**src/rtl/aes_spi_pkg.sv**
```systemverilog
// aes_spi_pkg: FSM encoding and frame geometry shared by the AES SPI controller files.
package aes_spi_pkg;

  typedef enum logic [2:0] {
    IDLE      = 3'd0,
    LOAD_MSG  = 3'd1,
    LOAD_KEY  = 3'd2,
    RUN       = 3'd3,
    SHIFT_OUT = 3'd4
  } state_t;

  localparam int MSG_BITS = 128;
  localparam int CNT_W    = 9;

  function automatic int key_bits(input int nk);
    return nk * 32;
  endfunction

endpackage

```
**src/rtl/aes_shift_reg.sv**
```systemverilog
// aes_shift_reg: W-bit serial-in shift register; each enabled cycle pushes din in at the MSB,
// so after W enabled cycles the first bit received sits at q[0] (LSB-first assembly).
module aes_shift_reg #(
  parameter int W = 128
) (
  input  logic         clk,
  input  logic         rst_n,
  input  logic         en,
  input  logic         din,
  output logic [W-1:0] q
);

  always_ff @(posedge clk) begin
    if (!rst_n) begin
      q <= '0;
    end else if (en) begin
      q <= {din, q[W-1:1]};
    end
  end

endmodule

```
**src/rtl/aes_spi_ctrl.sv**
```systemverilog
// aes_spi_ctrl: SPI front end for an AES core -- shifts message and key in LSB-first, pulses the
// core start, then streams the 128-bit result out on somi. Decrypt frames need AES_SPI_CTRL_DECRYPT_EN.
module aes_spi_ctrl
  import aes_spi_pkg::*;
#(
  parameter int NK = 4,
  parameter int NR = 10
) (
  input  logic              clk,
  input  logic              rst_n,
  input  logic              cs_n,
  input  logic              simo,
  input  logic              mode,
  output logic              somi,
  output logic [127:0]      msg_o,
  output logic [NK*32-1:0]  key_o,
  output logic              mode_o,
  output logic              start_o,
  input  logic              core_done_i,
  input  logic [127:0]      core_data_i,
  output logic              busy,
  output logic              frame_err,
  output state_t            dbg_state
);

  localparam int KEY_BITS = key_bits(NK);
  // Bit 0 of the message is taken in IDLE, so LOAD_MSG itself only sees 127 bits.
  localparam logic [CNT_W-1:0] MSG_LAST = CNT_W'(MSG_BITS - 2);
  localparam logic [CNT_W-1:0] KEY_LAST = CNT_W'(KEY_BITS - 1);
  localparam logic [CNT_W-1:0] OUT_LAST = CNT_W'(MSG_BITS - 1);

`ifdef AES_SPI_CTRL_DECRYPT_EN
  localparam bit DEC_EN = 1'b1;
`else
  localparam bit DEC_EN = 1'b0;
`endif

  if (!((NK == 4 || NK == 6 || NK == 8) && (NR == 10 || NR == 12 || NR == 14))) begin : g_bad_cfg
    $error("aes_spi_ctrl: NK must be 4/6/8 and NR 10/12/14");
  end

  state_t state, state_next;
  logic [CNT_W-1:0]    cnt;
  logic [MSG_BITS-1:0] result;
  logic [6:0]          out_idx;
  logic mode_q, start_q, err_q, somi_q;
  logic abort, msg_last, key_last, reject, launch, capture, out_last, msg_en, key_en;

  assign abort    = (state != IDLE) && cs_n;
  assign msg_last = (state == LOAD_MSG)  && !cs_n && (cnt == MSG_LAST);
  assign key_last = (state == LOAD_KEY)  && !cs_n && (cnt == KEY_LAST);
  assign out_last = (state == SHIFT_OUT) && !cs_n && (cnt == OUT_LAST);
  assign capture  = (state == RUN)       && !cs_n && core_done_i;
  // A decrypt frame without decrypt support is drained completely, then refused.
  assign reject   = key_last && mode_q && !DEC_EN;
  assign launch   = key_last && !reject;
  assign msg_en   = !cs_n && ((state == IDLE) || (state == LOAD_MSG));
  assign key_en   = !cs_n && (state == LOAD_KEY);
  assign out_idx  = cnt[6:0] + 7'd1;

  always_ff @(posedge clk) begin
    if (!rst_n) begin
      state <= IDLE;
    end else begin
      state <= state_next;
    end
  end

  always_comb begin
    state_next = state;
    case (state)
      IDLE:      if (!cs_n) state_next = LOAD_MSG;
      LOAD_MSG:  if (cs_n) state_next = IDLE;
                 else if (msg_last) state_next = LOAD_KEY;
      LOAD_KEY:  if (cs_n) state_next = IDLE;
                 else if (key_last) state_next = reject ? IDLE : RUN;
      RUN:       if (cs_n) state_next = IDLE;
                 else if (core_done_i) state_next = SHIFT_OUT;
      SHIFT_OUT: if (cs_n || out_last) state_next = IDLE;
      default:   state_next = IDLE;
    endcase
  end

  always_comb begin
    busy      = (state != IDLE);
    dbg_state = state;
  end

  always_ff @(posedge clk) begin
    if (!rst_n) begin
      cnt     <= '0;
      mode_q  <= 1'b0;
      start_q <= 1'b0;
      err_q   <= 1'b0;
      somi_q  <= 1'b0;
      result  <= '0;
    end else begin
      if (state_next != state) begin
        cnt <= '0;
      end else if ((state == LOAD_MSG) || (state == LOAD_KEY) || (state == SHIFT_OUT)) begin
        cnt <= cnt + 1'b1;
      end
      if ((state == IDLE) && !cs_n) begin
        mode_q <= mode;
      end
      start_q <= launch;
      err_q   <= abort || reject;
      if (capture) begin
        result <= core_data_i;
      end
      // somi is registered one bit ahead so that result[k] is on the pin in output cycle k.
      if (capture) begin
        somi_q <= core_data_i[0];
      end else if ((state == SHIFT_OUT) && !cs_n && !out_last) begin
        somi_q <= result[out_idx];
      end else begin
        somi_q <= 1'b0;
      end
    end
  end

  aes_shift_reg #(.W(MSG_BITS)) u_msg_sr (
    .clk   (clk),
    .rst_n (rst_n),
    .en    (msg_en),
    .din   (simo),
    .q     (msg_o)
  );

  aes_shift_reg #(.W(KEY_BITS)) u_key_sr (
    .clk   (clk),
    .rst_n (rst_n),
    .en    (key_en),
    .din   (simo),
    .q     (key_o)
  );

  assign start_o   = start_q;
  assign frame_err = err_q;
  assign somi      = somi_q;
`ifdef AES_SPI_CTRL_DECRYPT_EN
  assign mode_o = mode_q;
`else
  assign mode_o = 1'b0;
`endif

endmodule

```
**config.mk**
```make
export PLATFORM = sky130hd
export DESIGN_NAME = aes_spi_ctrl
export DESIGN_NICKNAME = d
export VERILOG_FILES = /design/src/rtl/aes_spi_pkg.sv /design/src/rtl/aes_shift_reg.sv /design/src/rtl/aes_spi_ctrl.sv
export SDC_FILE = /design/constraint.sdc
export NUM_CORES = 1
export LEC_CHECK = 0
export CORE_MARGIN = 3
export CORE_UTILIZATION = 45
export DETAILED_ROUTE_END_ITERATION = 16
export GPL_TIMING_DRIVEN = 0
export PLACE_DENSITY_LB_ADDON = 0.2
export SYNTH_ARGS = -nofsm -noshare
export SYNTH_HDL_FRONTEND = slang
export SYNTH_HIERARCHICAL = 1
export SYNTH_SLANG_ARGS = --single-unit
```
**constraint.sdc**
```tcl
create_clock -name clk -period 2.7 [get_ports clk]
set_clock_uncertainty 0.15 [all_clocks]
set_input_delay 0.54 -clock clk [delete_from_list [all_inputs] [get_ports clk]]
set_output_delay 0.54 -clock clk [all_outputs]
set_load 0.005 [all_outputs]
```
---- Word-level counts from Yosys, hierarchy flattened ----
Index checks and enable logic that the tools add are counted.
cells by class
  $add $sub $neg .......................... 2
  $lt $le $gt $ge ......................... 1
  equal/unequal tests ..................... 7
  muxes and demuxes ....................... 14
  bitwise operators ....................... 1
  reductions and logical operators ........ 25
operator list
  kind                                                                   count
  3-bit 2-to-1 mux                                                       8
  9-bit by 7-bit == test with 1-bit output (second input constant)       2
  3-bit case mux with 5 select lines                                     1
  1-bit logical AND                                                      14
  9-bit by 1-bit adder with 9-bit output (second input constant)         1
  7-bit by 8-bit < comparator with 1-bit output (second input constant)  1
  7-bit by 1-bit adder with 7-bit output (second input constant)         1
  1-bit binary-select mux with 7-bit select                              1
  3-bit by 2-bit == test with 1-bit output (second input constant)       2
  1-bit logical OR                                                       5
  3-bit by 1-bit == test with 1-bit output (second input constant)       1
  3-bit == test (second input constant)                                  1
  1-bit logical NOT                                                      3
  3-bit logical NOT                                                      1
  1-bit 2-to-1 mux                                                       3
  3-bit != test                                                          1
  3-bit nonzero test                                                     1
  2-bit 2-to-1 mux                                                       1
  2-bit OR reduction                                                     1
  1-bit inverter                                                         1
word-level totals
  flip-flop bits (word level) ............. 400
  input bits .............................. 134
  output and inout bits ................... 264
  word-level logic and storage cells ...... 59

---- Longest topological paths before layout ----
  depth in word-level cells ............... 10
  gate-level depth with buffers ........... 12
  gate-level depth less buffers ........... 8

---- Hierarchy ----
The synthesis kept the hierarchy.
modules (own cells, without submodules)
  module         instances  cells an instance  area an instance (um^2)  seq. area each (um^2)
  aes_shift_reg  2          412                4968.5                   2562.5
  aes_spi_ctrl   1          781                6862.8                   2882.8

---- Worst setup path after synthesis ----
Ideal clock, no wire load.
  path kind ............................... register -> register
  start ................................... reg cnt[0]
  end ..................................... reg somi_q, in the netlist somi
  library setup time ...................... 115 ps
  arrival ................................. 2256 ps
  data required time ...................... 2435 ps
  setup slack ............................. 178 ps
  cell stages (with the launch flop) ...... 13
  buffers on the path ..................... 4
  clock period less this slack ............ 2522 ps
  cells stage by stage .................... dfxtp_1 buf_6 buf_8 inv_1 ha_1 buf_2 buf_2 mux4_2 mux2i_1 o21ai_1 o2111ai_1 a222oi_1 a31o_1
on the way
  elaborated cells on any way between the ends .. 9
  those cells by class .................... add/sub (1); eq/ne (1); mux (4); reduce/logical (3)
RTL lines
  item                                       RTL line             text
  start, declared                            aes_spi_ctrl.sv:43   logic [CNT_W-1:0] cnt;
  start signal, assigned                     aes_spi_ctrl.sv:101  cnt <= cnt + 1'b1;
  7-bit by 1-bit adder with 7-bit output     aes_spi_ctrl.sv:59   assign out_idx = cnt[6:0] + 7'd1;
  named net out_idx[0]                       aes_spi_ctrl.sv:45   logic [6:0] out_idx;
  1-bit binary-select mux with 7-bit select  aes_spi_ctrl.sv:115  somi_q <= result[out_idx];
  1-bit 2-to-1 mux (implied by the code)     aes_spi_ctrl.sv:115
  1-bit 2-to-1 mux                           aes_spi_ctrl.sv:114  end else if ((state == SHIFT_OUT) && !cs_n && !out_last) begin
  1-bit 2-to-1 mux                           aes_spi_ctrl.sv:112  if (capture) begin
  end signal, assigned                       aes_spi_ctrl.sv:113  somi_q <= core_data_i[0];
  end signal, assigned                       aes_spi_ctrl.sv:115
  end, declared                              aes_spi_ctrl.sv:46   logic mode_q, start_q, err_q, somi_q;
The timed path passes the listed nets, and every way through them passes these cells. The select of a mux whose other input is x is not followed.
A chain may end at the register's enable or synchronous reset.

---- Worst setup path in the final report ----
Ends and elaborated chain as after synthesis.

==> results.yml <==
grt:
  overflow: 0
  grt_max_degree: 15
  antenna_found_initial: 2
  grt_pass1_wl_um: 64640
  grt_pass1_vias: 12300
  track_usage_pct: 20.10
min_path:
  worstHoldEndpoint: "u_msg_sr/q[5]"
  hp-class: "in2reg"
  min_from: "rst_n"
  holdPathStages: 2
worst_setup_path:
  critPathSlowestCell: "dfxtp_4"
  rr_endpoint: "somi"
  worstPathCellList: "buf_12 > buf_12 > inv_1 > ha_4 > buf_12 > buf_12 > mux4_2 > mux2i_2 > o21ai_1 > o2111ai_1 > a222oi_1 > a31o_1"
  cp.arrival_ns: 2.87
  cp_max_fo: 10
  r2r_start: "cnt[0]"
  crit_path_frequent_cell: "buf_12"
  slowest_delay_ns: 0.38
  cp-end-kind: "flop"
  start_kind: "flop"
  r2r_slack_ns: 0.12
  r2r_cells: 12
  required_ns: 2.99
  critical_path_class: "reg2reg"
route:
  routed_wl_um: 41840
  dr.pass1.iters: 5
  routedWlPerCell_um: 16.38
  drc: 0
  wl_met2_um: 19920
  via_per_inst: 4.930
  wl_met3_um: 2248
  drtIter0Drc: 479
  via_count: 12590
  postRouteAntennaNets: 0
  top_layer: "met5"
  wl_met1_um: 18360
final_layout:
  layout_common_cells: "399 x dfxtp_1, 394 x clkdlybuf4s50_1, 280 x nand2_1, 262 x nor2b_1, 258 x mux2i_1"
  area_growth_pct: 37.00
  fin_nets: 2187
  final_common_cell: "dfxtp_1"
  drive_gt1_share_pct: 8.685
yosys:
  synthFlopType: "dfxtp_1"
  synth_cell_type_count: 56
  yosysSeqAreaShare_pct: 47.67
  syn-mean-instance-area_um2: 10.47
  yosysTopAreaCell: "dfxtp_1"
  yosys_warnings: 6
  syn_area_mm2: 0.01680
  synth_edf_count: 0
  synth_nets: 1741
  synth_seq_cells: 400
  syn_inst: 1605
  yosysTopAreaCellShare_pct: 47.67
  postSynth.asyncResetShare_pct: 0
  ys_top_cells_by_area: "dfxtp_1 48%, mux2i_1 15%, nor2b_1 9.8%, nand2_1 6.3%, a21boi_0 5.9%"
floorplan:
  fp-row-count: 70
  die-area_mm2: 0.03969
  die_x_um: 199.2
  dieHeight_um: 199.2
  initial_core_util_pct: 45.78
  core_mm2: 0.03670
  io_pins: 398
placed_design:
  io_buffers: 395
  place_hpwl_um: 31160
  globalplace.congestion: 0.8276
  dp_slack_ns: -0.5239
clock_network:
  cts-hold-fix-buffers: 0
  clockBufferDepth: 3
  htreeDepth: 2
  cts-root-buf: "clkbuf_16"
  cts_tree: "built"
  numCtsBuffers: 43
  clock_latency_ns: 0.55
  cts.sinks: 400
  clk_pin_slew_worst_paths_ns: 0.06
run:
  maxCapViolations: 0
sta:
  drv_slew: 0
  max_freq_mhz: 388.0
  tightest_slew_ns: 0.7654
  setup_slack_ns: 0.1227
  hold_violations: 0
  hold-worst-slack_ns: 0.2316
  fin_crit_ns: 2.577
  setup_violations: 0
  worst_slew_margin_rel_pct: 48.97
  rsz0062_at_grt: "no"
  final.period_utilization_pct: 95.46
power_and_ir_drop:
  power_density_mw_per_mm2: 547.8
  ir_worst_vdd_mv: 0.4142
  p_leak_nw: 7.956
  total_power_mw: 12.61
run_status:
  outcome: "completed"
sequential cells by signal, summed over array words and instances (netlist names), 3 cells and up:
name / flops
dbg_state: 3
u_key_sr/q: 128
result: 128
cnt: 9
u_msg_sr/q: 128
per-stage QoR:
| stage | std cells | area, um^2 | setup TNS, ns | util, % |
|---|---|---|---|---|
| after floorplan | 1605 | 16800 | 0 | - |
| after global placement | 2468 | 21340 | -27.01 | 58.15 |
| after detailed placement | 2468 | 21340 | -31.40 | 58.15 |
| after CTS | 2545 | 22890 | 0 | 62.38 |
| after global routing | 2553 | 23010 | 0 | 62.71 |
| final | 2554 | 23020 | 0 | 62.72 |
synth_stat cells, types with 2 or more instances:
master       n
nand3b_1     2
nand4_1      5
o2111ai_1    2
xnor2_1      2
o21ai_1      2
inv_1        3
nor3_1       3
mux4_2      28
xor2_1       9
dfxtp_1    400
mux2i_1    260
buf_2       23
nor2_1      27
a211oi_1     2
mux4_1       4
nand3_1     12
a21oi_1      2
nand2_1    280
and3_1       4
o41ai_1      2
buf_4        3
and4_1       3
o21ai_0      5
buf_6        6
buf_12      26
o22ai_1      7
nor2b_1    262
a21boi_0   132
nand2b_1     2
ha_1         2
clkbuf_1    59
a31o_1       2
critical path, delay by kind of cell, from the launching register on:
kind / cells / cell delay [ns]
AOI/OAI and AO/OA: 4 / 0.59
muxes: 2 / 0.51
DFF: 1 / 0.38
buffers and inverters: 5 / 0.57
adders and majority gates: 1 / 0.27
worst max-delay path by stage:
stage / startpoint / end / slack [ns] / cells past startpoint
floorplan: cnt[0] / somi / 0.18 / 12
detailed placement: cnt[0] / somi / -0.52 / 12
global placement: cnt[0] / somi / -0.50 / 12
finish: cnt[0] / somi / 0.12 / 12
global route: cs_n / result[28] / 0.02 / 7
CTS: cnt[0] / somi / 0.003 / 12
report_power, final:
part           leakage [nW]  internal [mW]  switching, mW
sequential             3.22           5.91        0.00516
clock                 0.732           3.72           2.35
combinational          4.00          0.392          0.237
cells by family (layout without fill, tap and decap cells):
| kind of cell | count (synthesis) | after routing | synth area share (%) |
|---|---|---|---|
| mux | 293 | 293 | 19.94 |
| compound gates | 166 | 166 | 7.351 |
| other cells | 1 | 3 | 0.02232 |
| xor+xnor | 13 | 13 | 0.9013 |
| flops | 400 | 400 | 47.67 |
| fa+ha+maj | 2 | 2 | 0.1489 |
| buf+inv | 121 | 600 | 5.794 |
| simple gates | 609 | 609 | 18.18 |
routing by layer:
layer / up-vias / track usage [%]
met3: 69 / 3.777
li1: 6305 / -
met4: 2 / 7.080
met5: - / 0
met2: 319 / 33.81
met1: 5897 / 26.02
timing repair:
item	CTS	global route
cloned	0	2
setup endpoints to repair	2	1
buffers inserted	0	5
pin swaps	0	2
gates resized for setup	21	5
area by class of cell:
| class | instances | area, um^2 |
|---|---|---|
| flip-flops and latches | 400 | 8011 |
| diodes | 2 | 5.005 |
| fillers | 3034 | 13680 |
| clock buffers | 59 | 1247 |
| well taps | 468 | 585.6 |
| plain buffers | 117 | 1025 |
| multi-input cells | 1084 | 7848 |
| repair buffers | 402 | 4040 |
| clock inverters | 19 | 242.7 |
| inverters | 3 | 11.26 |
No activity file was read; power rests on OpenSTA's default activity.
